[src/rtl/keypad_pkg.sv]
// keypad_pkg
//   Shared types and constants for the calculator keypad front end.
//   - key_class_t    : NONE / DIGIT / OP / CTRL
//   - OP_* / CTRL_*  : key_value encodings for operator and control keys
//   - decode_4x4()   : key index (row*4+col) -> class/value for the
//                      layout 1 2 3 A / 4 5 6 B / 7 8 9 C / * 0 # D
package keypad_pkg;

  typedef enum logic [1:0] {
    NONE  = 2'd0,
    DIGIT = 2'd1,
    OP    = 2'd2,
    CTRL  = 2'd3
  } key_class_t;

  localparam logic [3:0] OP_ADD      = 4'd0;
  localparam logic [3:0] OP_SUB      = 4'd1;
  localparam logic [3:0] OP_MUL      = 4'd2;
  localparam logic [3:0] OP_DIV      = 4'd3;
  localparam logic [3:0] CTRL_CLEAR  = 4'd0;
  localparam logic [3:0] CTRL_EQUALS = 4'd1;

  typedef struct packed {
    key_class_t cls;
    logic [3:0] value;
  } key_decode_t;

  function automatic key_decode_t decode_4x4(input logic [3:0] code);
    key_decode_t d;
    d.cls   = NONE;
    d.value = 4'd0;
    case (code)
      4'd0:  begin d.cls = DIGIT; d.value = 4'd1;        end
      4'd1:  begin d.cls = DIGIT; d.value = 4'd2;        end
      4'd2:  begin d.cls = DIGIT; d.value = 4'd3;        end
      4'd3:  begin d.cls = OP;    d.value = OP_ADD;      end
      4'd4:  begin d.cls = DIGIT; d.value = 4'd4;        end
      4'd5:  begin d.cls = DIGIT; d.value = 4'd5;        end
      4'd6:  begin d.cls = DIGIT; d.value = 4'd6;        end
      4'd7:  begin d.cls = OP;    d.value = OP_SUB;      end
      4'd8:  begin d.cls = DIGIT; d.value = 4'd7;        end
      4'd9:  begin d.cls = DIGIT; d.value = 4'd8;        end
      4'd10: begin d.cls = DIGIT; d.value = 4'd9;        end
      4'd11: begin d.cls = OP;    d.value = OP_MUL;      end
      4'd12: begin d.cls = CTRL;  d.value = CTRL_CLEAR;  end
      4'd13: begin d.cls = DIGIT; d.value = 4'd0;        end
      4'd14: begin d.cls = CTRL;  d.value = CTRL_EQUALS; end
      default: begin d.cls = OP;  d.value = OP_DIV;      end
    endcase
    return d;
  endfunction

endpackage

[src/rtl/keypad_row_sync.sv]
// keypad_row_sync
//   Two-flop synchroniser for the asynchronous keypad row inputs.
//   Ports: clk, rst (async, active-high), din[WIDTH] raw, dout[WIDTH] synced.
module keypad_row_sync #(
  parameter int WIDTH = 4
) (
  input  logic             clk,
  input  logic             rst,
  input  logic [WIDTH-1:0] din,
  output logic [WIDTH-1:0] dout
);

  logic [WIDTH-1:0] meta_reg;
  logic [WIDTH-1:0] sync_reg;

  generate
    for (genvar gi = 0; gi < WIDTH; gi++) begin : g_bit
      always_ff @(posedge clk or posedge rst) begin
        if (rst) begin
          meta_reg[gi] <= 1'b0;
          sync_reg[gi] <= 1'b0;
        end else begin
          meta_reg[gi] <= din[gi];
          sync_reg[gi] <= meta_reg[gi];
        end
      end
    end
  endgenerate

  assign dout = sync_reg;

endmodule

[src/rtl/keypad_scan_ctrl.sv]
// keypad_scan_ctrl
//   Matrix keypad scanner with press/release debounce, optional auto-repeat
//   and calculator decode.
//   Ports: clk, rst (async, active-high), enable (low idles the block),
//          filas[ROWS] raw rows in, columnas[COLS] one-hot column drive,
//          key_valid strobe, key_code (row*COLS+col), key_class, key_value,
//          key_held (debounced key currently down).
module keypad_scan_ctrl
  import keypad_pkg::*;
#(
  parameter int ROWS            = 4,
  parameter int COLS            = 4,
  parameter int SCAN_DIV        = 16,
  parameter int DEBOUNCE_CYCLES = 1000,
  parameter int REPEAT_CYCLES   = 0,
  localparam int CODE_W         = $clog2(ROWS * COLS)
) (
  input  logic              clk,
  input  logic              rst,
  input  logic              enable,
  input  logic [ROWS-1:0]   filas,
  output logic [COLS-1:0]   columnas,
  output logic              key_valid,
  output logic [CODE_W-1:0] key_code,
  output logic [1:0]        key_class,
  output logic [3:0]        key_value,
  output logic              key_held
);

  localparam int CW  = $clog2(COLS);
  localparam int RW  = $clog2(ROWS);
  localparam int DVW = $clog2(SCAN_DIV);
  localparam int DBW = (DEBOUNCE_CYCLES > 1) ? $clog2(DEBOUNCE_CYCLES) : 1;
  localparam int RPW = (REPEAT_CYCLES > 1) ? $clog2(REPEAT_CYCLES) : 1;

  localparam logic [DVW-1:0] DWELL_LAST = DVW'(SCAN_DIV - 1);
  localparam logic [DBW-1:0] DEB_LAST   = DBW'(DEBOUNCE_CYCLES - 1);
  localparam logic [RPW-1:0] REP_LAST   = RPW'((REPEAT_CYCLES > 0) ? REPEAT_CYCLES - 1 : 0);
  localparam logic [CW-1:0]  COL_LAST   = CW'(COLS - 1);

  typedef enum logic [1:0] {S_SCAN, S_DEBOUNCE, S_HOLD, S_RELEASE} state_t;

  state_t            state_reg;
  logic [CW-1:0]     col_reg;
  logic [DVW-1:0]    dwell_reg;
  logic [DBW-1:0]    cnt_reg;    // shared by press debounce and release debounce
  logic [RPW-1:0]    rep_reg;
  logic [ROWS-1:0]   pat_reg;    // latched one-hot row pattern
  logic [RW-1:0]     row_reg;
  logic              key_valid_reg;
  logic              key_held_reg;
  logic [CODE_W-1:0] key_code_reg;
  key_class_t        key_class_reg;
  logic [3:0]        key_value_reg;

  logic [ROWS-1:0]   rs;
  logic              rs_onehot;
  logic [RW-1:0]     row_idx;
  logic [CW-1:0]     col_next;
  logic [CODE_W-1:0] code_next;
  key_decode_t       dec;

  keypad_row_sync #(.WIDTH(ROWS)) u_row_sync (
    .clk  (clk),
    .rst  (rst),
    .din  (filas),
    .dout (rs)
  );

  assign rs_onehot = (rs != '0) && ((rs & (rs - ROWS'(1))) == '0);

  always_comb begin
    row_idx = '0;
    for (int i = 0; i < ROWS; i++) begin
      if (rs[i]) row_idx = RW'(i);
    end
  end

  assign col_next  = (col_reg == COL_LAST) ? '0 : col_reg + CW'(1);
  assign code_next = CODE_W'(row_reg) * CODE_W'(COLS) + CODE_W'(col_reg);

  always_comb begin
    dec.cls   = NONE;
    dec.value = 4'd0;
    if (ROWS == 4 && COLS == 4) dec = decode_4x4(4'(code_next));
  end

  // Gated directly by enable so the drive stops, and restarts on column 0,
  // in the very cycle enable changes.
  assign columnas = enable ? ({{(COLS-1){1'b0}}, 1'b1} << col_reg) : '0;

  always_ff @(posedge clk or posedge rst) begin
    if (rst) begin
      state_reg     <= S_SCAN;
      col_reg       <= '0;
      dwell_reg     <= '0;
      cnt_reg       <= '0;
      rep_reg       <= '0;
      pat_reg       <= '0;
      row_reg       <= '0;
      key_valid_reg <= 1'b0;
      key_held_reg  <= 1'b0;
      key_code_reg  <= '0;
      key_class_reg <= NONE;
      key_value_reg <= 4'd0;
    end else if (!enable) begin
      state_reg     <= S_SCAN;
      col_reg       <= '0;
      dwell_reg     <= '0;
      cnt_reg       <= '0;
      rep_reg       <= '0;
      key_valid_reg <= 1'b0;
      key_held_reg  <= 1'b0;
    end else begin
      key_valid_reg <= 1'b0;
      case (state_reg)
        S_SCAN: begin
          if (dwell_reg == DWELL_LAST) begin
            dwell_reg <= '0;
            if (rs_onehot) begin
              pat_reg   <= rs;
              row_reg   <= row_idx;
              cnt_reg   <= '0;
              state_reg <= S_DEBOUNCE;
            end else begin
              col_reg <= col_next;
            end
          end else begin
            dwell_reg <= dwell_reg + DVW'(1);
          end
        end
        S_DEBOUNCE: begin
          if (rs == pat_reg) begin
            if (cnt_reg == DEB_LAST) begin
              cnt_reg       <= '0;
              rep_reg       <= '0;
              key_valid_reg <= 1'b1;
              key_held_reg  <= 1'b1;
              key_code_reg  <= code_next;
              key_class_reg <= dec.cls;
              key_value_reg <= dec.value;
              state_reg     <= S_HOLD;
            end else begin
              cnt_reg <= cnt_reg + DBW'(1);
            end
          end else begin
            cnt_reg   <= '0;
            dwell_reg <= '0;
            col_reg   <= col_next;
            state_reg <= S_SCAN;
          end
        end
        S_HOLD: begin
          if (rs != pat_reg) begin
            cnt_reg   <= '0;
            state_reg <= S_RELEASE;
          end else if (REPEAT_CYCLES > 0) begin
            if (rep_reg == REP_LAST) begin
              rep_reg       <= '0;
              key_valid_reg <= 1'b1;
            end else begin
              rep_reg <= rep_reg + RPW'(1);
            end
          end
        end
        default: begin // S_RELEASE
          if (rs == '0) begin
            if (cnt_reg == DEB_LAST) begin
              cnt_reg      <= '0;
              dwell_reg    <= '0;
              col_reg      <= '0;
              key_held_reg <= 1'b0;
              state_reg    <= S_SCAN;
            end else begin
              cnt_reg <= cnt_reg + DBW'(1);
            end
          end else if (rs == pat_reg) begin
            // Key bounced back: resume holding without a new event.
            cnt_reg   <= '0;
            state_reg <= S_HOLD;
          end else begin
            cnt_reg <= '0;
          end
        end
      endcase
    end
  end

  assign key_valid = key_valid_reg;
  assign key_held  = key_held_reg;
  assign key_code  = key_code_reg;
  assign key_class = key_class_reg;
  assign key_value = key_value_reg;

endmodule

[config.mk]
export PLATFORM = sky130hd
export DESIGN_NAME = keypad_scan_ctrl
export DESIGN_NICKNAME = d
export VERILOG_FILES = /design/src/rtl/keypad_pkg.sv /design/src/rtl/keypad_row_sync.sv /design/src/rtl/keypad_scan_ctrl.sv
export SDC_FILE = /design/constraint.sdc
export NUM_CORES = 1
export LEC_CHECK = 0
export BUFFER_PORTS_ARGS = -buffer_cell sky130_fd_sc_hd__buf_2
export CAP_MARGIN = 25
export CORE_ASPECT_RATIO = 1.1
export CORE_UTILIZATION = 36
export CTS_CLUSTER_SIZE = 20
export DETAILED_ROUTE_END_ITERATION = 8
export GPL_TIMING_DRIVEN = 0
export PLACE_DENSITY = 0.59
export SKIP_CTS_REPAIR_TIMING = 1
export SKIP_LAST_GASP = 1
export SYNTH_ARGS = -nofsm -noshare
export SYNTH_HDL_FRONTEND = slang
export SYNTH_SLANG_ARGS = --single-unit
[constraint.sdc]
create_clock -name clk -period 1.9 [get_ports clk]
set_input_delay 0.57 -clock clk [delete_from_list [all_inputs] [get_ports clk]]
set_output_delay 0.57 -clock clk [all_outputs]
set_load 0.03 [all_outputs]
==> results of run 1 <==
[metal layers]
metal,GRT usage,vias to the layer above,wire length [µm]
li1,-,841,-
met1,0.173,827,2230
met2,0.207,33,2330
met3,0.0280,8,136
met4,0.0360,0,67
met5,0,-,0
[power by group through the flow]
stage	Clock [mW]	Sequential [mW]	Combinational (mW)
floorplan	0	0.975	0.0588
global placement	0	0.976	0.0804
detailed placement	0	0.977	0.0871
CTS	0.625	0.958	0.0875
global route	0.666	0.969	0.114
finish	0.608	0.966	0.103
[path summary, 6_finish.rpt]
kind                                         from                  to  slack, ps  cells after the start
max reg2reg                            cnt_reg[3]         key_code[0]       -250                      6
min in group clk           u_row_sync.meta_reg[1]  u_row_sync.dout[1]        350                      0
max in group asynchronous                     rst          col_reg[0]       1150                      3
max                                    cnt_reg[3]         key_code[0]       -250                      6
min                                           rst          row_reg[0]        260                      2
min reg2reg                u_row_sync.meta_reg[1]  u_row_sync.dout[1]        350                      0
[synth_stat cells (6+ instances only)]
| cell | count | area share |
|---|---|---|
| mux2_2 | 6 | 0.030 |
| nor2_1 | 12 | 0.020 |
| o21ai_0 | 10 | 0.022 |
| ha_1 | 7 | 0.039 |
| inv_1 | 8 | 0.013 |
| nand2_1 | 16 | 0.027 |
| mux2_4 | 7 | 0.047 |
| nand3_1 | 15 | 0.033 |
| dfrtp_1 | 44 | 0.49 |
| clkbuf_1 | 6 | 0.010 |
| a21oi_1 | 8 | 0.018 |
[cells in the final DEF (no fill, tap or decap), drive strengths merged, types with 2 or more instances in the layout]
| master | synthesis | final |
|---|---|---|
| clkbuf | 6 | 13 |
| nor2 | 13 | 13 |
| and2 | 4 | 4 |
| ha | 7 | 7 |
| nand4 | 2 | 2 |
| xnor2 | 5 | 5 |
| and3 | 6 | 6 |
| inv | 8 | 8 |
| a221o | 2 | 2 |
| nand2b | 3 | 3 |
| a22o | 4 | 4 |
| mux2i | 4 | 4 |
| buf | 3 | 46 |
| o21a | 2 | 2 |
| nand3 | 15 | 15 |
| a21oi | 8 | 8 |
| o311ai | 5 | 5 |
| xor2 | 4 | 4 |
| o21bai | 2 | 2 |
| mux2 | 13 | 13 |
| nand2 | 16 | 16 |
| dfrtp | 44 | 44 |
| o21ai | 10 | 10 |
| nand3b | 2 | 2 |
[cells by family after synthesis]
| family | after synthesis | synth area share |
|---|---|---|
| compound gates | 40 | 0.128 |
| xor+xnor | 9 | 0.0350 |
| fa+ha+maj | 7 | 0.0388 |
| buf+inv | 17 | 0.0366 |
| flops | 44 | 0.488 |
| mux | 17 | 0.0943 |
| simple gates | 72 | 0.179 |
[critical path: stages (launching register included)]
cell and delay [ps]:
dfrtp_2 450, or3b_4 390, or3_4 410, nand3b_4 180, nor2_4 160, buf_12 160, mux2_4 300
[final cells by class]
cell class                 count  share of cell area
clock buffer                   7              0.0289
tap                           77              0.0322
sequential                    44               0.371
clock inverter                 1             0.00251
buffer                         7              0.0184
inverter                       8              0.0100
timing repair buffer          45               0.121
multi-input combinational    145               0.416
==> impl_metrics.json, run 1 <==
{
  "fin_nets": 270,
  "die_w_um": 77.5,
  "dr.pass1.iters": 5,
  "drv_slew": 0,
  "power_switching_mw": 0.388,
  "final_area_mm2": 0.00299,
  "min_period_ps": 2150,
  "worst_skew_pair.late_latency_ps": 290,
  "synth_edf_count": 0,
  "gr-total-overflow": 0,
  "power_density_mw_per_mm2": 561,
  "via_per_inst": 5.12,
  "area_growth_pct": 32.6,
  "yosys_most_used_dff": "dfrtp_1",
  "place_inst": 306,
  "syn_avg_cell_area_um2": 10.9,
  "stdcell_count": 334,
  "rsz0062_at_grt": "true",
  "post-place-ws_ps": -388,
  "synth_cells": 206,
  "grt_pass1_vias": 1452,
  "yosysUniqueCellTypes": 48,
  "clock-root-buffer": "clkbuf_8",
  "post_dp_cell_area_mm2": 0.00248,
  "track_usage": 0.128,
  "async_flop_share": 1.00,
  "drc": 0,
  "maxCapViolCount": 0,
  "cts_tree": "built",
  "cts-buffers-inserted": 5,
  "max_freq_ghz": 0.466,
  "drive_above_1_share": 0.416,
  "ys_seq_elements": 44,
  "worst_pin_slew_ps": 447,
  "antenna_cells": 0,
  "fin_util": 0.506,
  "combPwrFrac": 0.061,
  "clockBufferDepth": 2,
  "synth_nets": 220,
  "rows": 29,
  "clkTransAtPathRegs_ps": 80,
  "fin_tns_setup_ps": -3280,
  "final-setup-viol-count": 22,
  "critPathKind": "flip-flop to flip-flop",
  "core-area_mm2": 0.00591,
  "cts_max_level": 2,
  "yosysSeqAreaShare": 0.488,
  "start_kind": "flip-flop",
  "final.setup.worst_slack_ps": -248,
  "io_pins": 23,
  "irDropWorstVdd_uv": 486,
  "crit_fanout": 10,
  "grt_max_degree": 28,
  "power_frac_clock": 0.363,
  "grt_pass1_wl_um": 6730,
  "hold_viol": 0,
  "antenna_left": 0,
  "fill_cells": 535,
  "status": "finished, violations left",
  "timing.hold.ws_ps": 261,
  "die_h_um": 85,
  "wirelength_um": 4760,
  "start_util": 0.381,
  "largest_register_ffs": 10,
  "cp-end-kind": "flip-flop",
  "area.sequential_mm2": 0.00111,
  "power_leakage_nw": 1.38,
  "finClkSkew_ps": 6.66,
  "portBuffers": 22,
  "crit_required_ps": 2080,
  "finalPower_mw": 1.68,
  "drtIter0Drc": 76,
  "critPathArrivalTime_ps": 2330,
  "clock-sinks": 44,
  "failed_checks": "negative setup slack",
  "hpwlAfterDp_um": 2860,
  "fp.dieArea_mm2": 0.00658,
  "p_sw_frac": 0.232,
  "routabilityCongestion": 0.827,
  "post-route-period-util": 1.13,
  "intPower_mw": 1.29,
  "multi_input_area_mm2": 0.00124,
  "wl_per_cell_um": 14.2,
  "seqPwrFrac": 0.576,
  "slew_headroom": 0.702,
  "ys.warnings.count": 0,
  "antenna_found_initial": 0,
  "vias": 1709,
  "syn-cell-area_mm2": 0.00225,
  "hold_class": "primary input to asynchronous set/reset pin"
}
Note: power is estimated with default switching activity, not from simulation.
==> run 2: changes to the inputs <==
Settings changed: BUFFER_PORTS_ARGS -buffer_cell sky130_fd_sc_hd__buf_2 to unset, CORE_UTILIZATION 36 to 56, DONT_BUFFER_PORTS set to 1, PLACE_DENSITY 0.59 to 0.78.
==> run 2 against run 1 <==
The run still ends with negative setup slack left. Critical path depth unchanged. Total power down 0.34%. Wire length up 5.6%. Critical endpoint is now key_code[2]. Largest cell class unchanged. Highest routed layer unchanged.
==> impl_metrics.json, run 2 (same netlist as run 1, synthesis figures left out) <==
{
  "largest_register_ffs": 10,
  "worst_skew_pair.late_latency_ps": 300,
  "power_density_mw_per_mm2": 629,
  "track_usage": 0.224,
  "post-route-period-util": 1.12,
  "hold_viol": 0,
  "final.setup.worst_slack_ps": -231,
  "via_per_inst": 6.08,
  "start_kind": "flip-flop",
  "wl_per_cell_um": 18.1,
  "mostFrequentLayoutCells": "dfrtp_1, nand3_1, buf_4, nand2_1, nor2_1",
  "cts_max_level": 2,
  "critPathSlowestCell": "dfrtp_2",
  "slew_headroom": 0.410,
  "cts_tree": "built",
  "rsz0062_at_grt": "true",
  "drtIter0Drc": 103,
  "portBuffers": 0,
  "irDropWorstVdd_uv": 462,
  "fin_tns_setup_ps": -2360,
  "status": "finished, violations left",
  "wirelength_um": 5030,
  "grt_pass1_wl_um": 7160,
  "routabilityCongestion": 0.843,
  "grt_pass1_vias": 1573,
  "critPathArrivalTime_ps": 2320,
  "crit_required_ps": 2090,
  "gr-total-overflow": 0,
  "final-setup-viol-count": 18,
  "rows": 23,
  "cts-buffers-inserted": 5,
  "hold_class": "primary input to flip-flop",
  "antenna_found_initial": 0,
  "worst_pin_slew_ps": 884,
  "clock-root-buffer": "clkbuf_8",
  "failed_checks": "negative setup slack",
  "hpwlAfterDp_um": 2940,
  "final_common_cell": "dfrtp_1",
  "drc": 0,
  "cpPeakStageDelay_ps": 450,
  "min_period_ps": 2130,
  "die_w_um": 62.5,
  "drv_slew": 0,
  "power_leakage_nw": 1.20,
  "critPathKind": "flip-flop to flip-flop",
  "crit_fanout": 6,
  "fin_nets": 240,
  "cp-end-kind": "flip-flop",
  "antenna_left": 0,
  "worstPathCellList": "or3b_4, or3_4, nand3b_4, nor2_4, buf_4, mux2_2",
  "grt_max_degree": 45,
  "core-area_mm2": 0.00374,
  "finalPower_mw": 1.67,
  "dr.pass1.iters": 5,
  "antenna_cells": 0,
  "vias": 1685,
  "max_freq_ghz": 0.469,
  "clkTransAtPathRegs_ps": 90,
  "clockBufferDepth": 2,
  "drive_above_1_share": 0.317,
  "io_pins": 23,
  "fp.dieArea_mm2": 0.00428,
  "finClkSkew_ps": 10.5,
  "clock-sinks": 44,
  "die_h_um": 68.6,
  "maxCapViolCount": 0,
  "area_growth_pct": 17.8,
  "start_util": 0.603
}
==> run 2: cell count changes in the layout (fill, tap and decap cells not counted), sizes merged <==
cell | before | now
clkbuf | 13 | 12
buf | 46 | 17
==> run 2: area by class of cell <==
class | count | area (µm²)
plain buffers | 7 | 50.0
fillers | 250 | 1080
multi-input cells | 145 | 1180
well taps | 50 | 62.6
flip-flops and latches | 44 | 1110
clock buffers | 7 | 86.3
inverters | 8 | 30.0
repair buffers | 15 | 125
clock inverters | 1 | 7.51
==> run 2: path summary, 6_finish.rpt <==
| path | from | endpoint | slack (ps) | cells after the start |
|---|---|---|---|---|
| worst max register to register | cnt_reg[3] | key_code[2] | -230 | 6 |
| min in group asynchronous | rst | cnt_reg[7] | 330 | 1 |
| max in group asynchronous | rst | u_row_sync.dout[1] | 950 | 1 |
| worst min register to register | u_row_sync.meta_reg[0] | u_row_sync.dout[0] | 350 | 0 |
| worst min-delay path | filas[2] | u_row_sync.meta_reg[2] | 300 | 0 |
| worst max-delay path | cnt_reg[3] | key_code[2] | -230 | 6 |
==> run 2: critical path: cells and delay by family (launching register included) <==
kind | cells | cell delay, ps
simple gates | 4 | 1120
flops | 1 | 450
mux | 1 | 330
buf+inv | 1 | 140
==> run 2: per-layer routing <==
layer / vias to the layer above / wire (µm) / global-route usage
met5: - / 0 / 0
met4: 0 / 244 / 0.137
met3: 20 / 243 / 0.0543
met2: 61 / 2580 / 0.409
met1: 826 / 1960 / 0.239
li1: 778 / - / -
==> run 2: report_power, final <==
part	switching, mW	internal [mW]
Combinational	0.0562	0.0295
Clock	0.323	0.296
Sequential	0.0167	0.950
Total	0.396	1.28
==> run 2: metrics by stage <==
stage	hold WS (ps)	utilization	cells	cell area [µm²]	setup slack, ps
finish	299	0.710	277	2660	-231
global route	279	0.710	277	2660	-268
CTS	287	0.644	264	2410	-297
detailed placement	337	0.619	256	2320	-285
global placement	333	0.619	256	2320	-278
floorplan	331	-	206	2250	-171
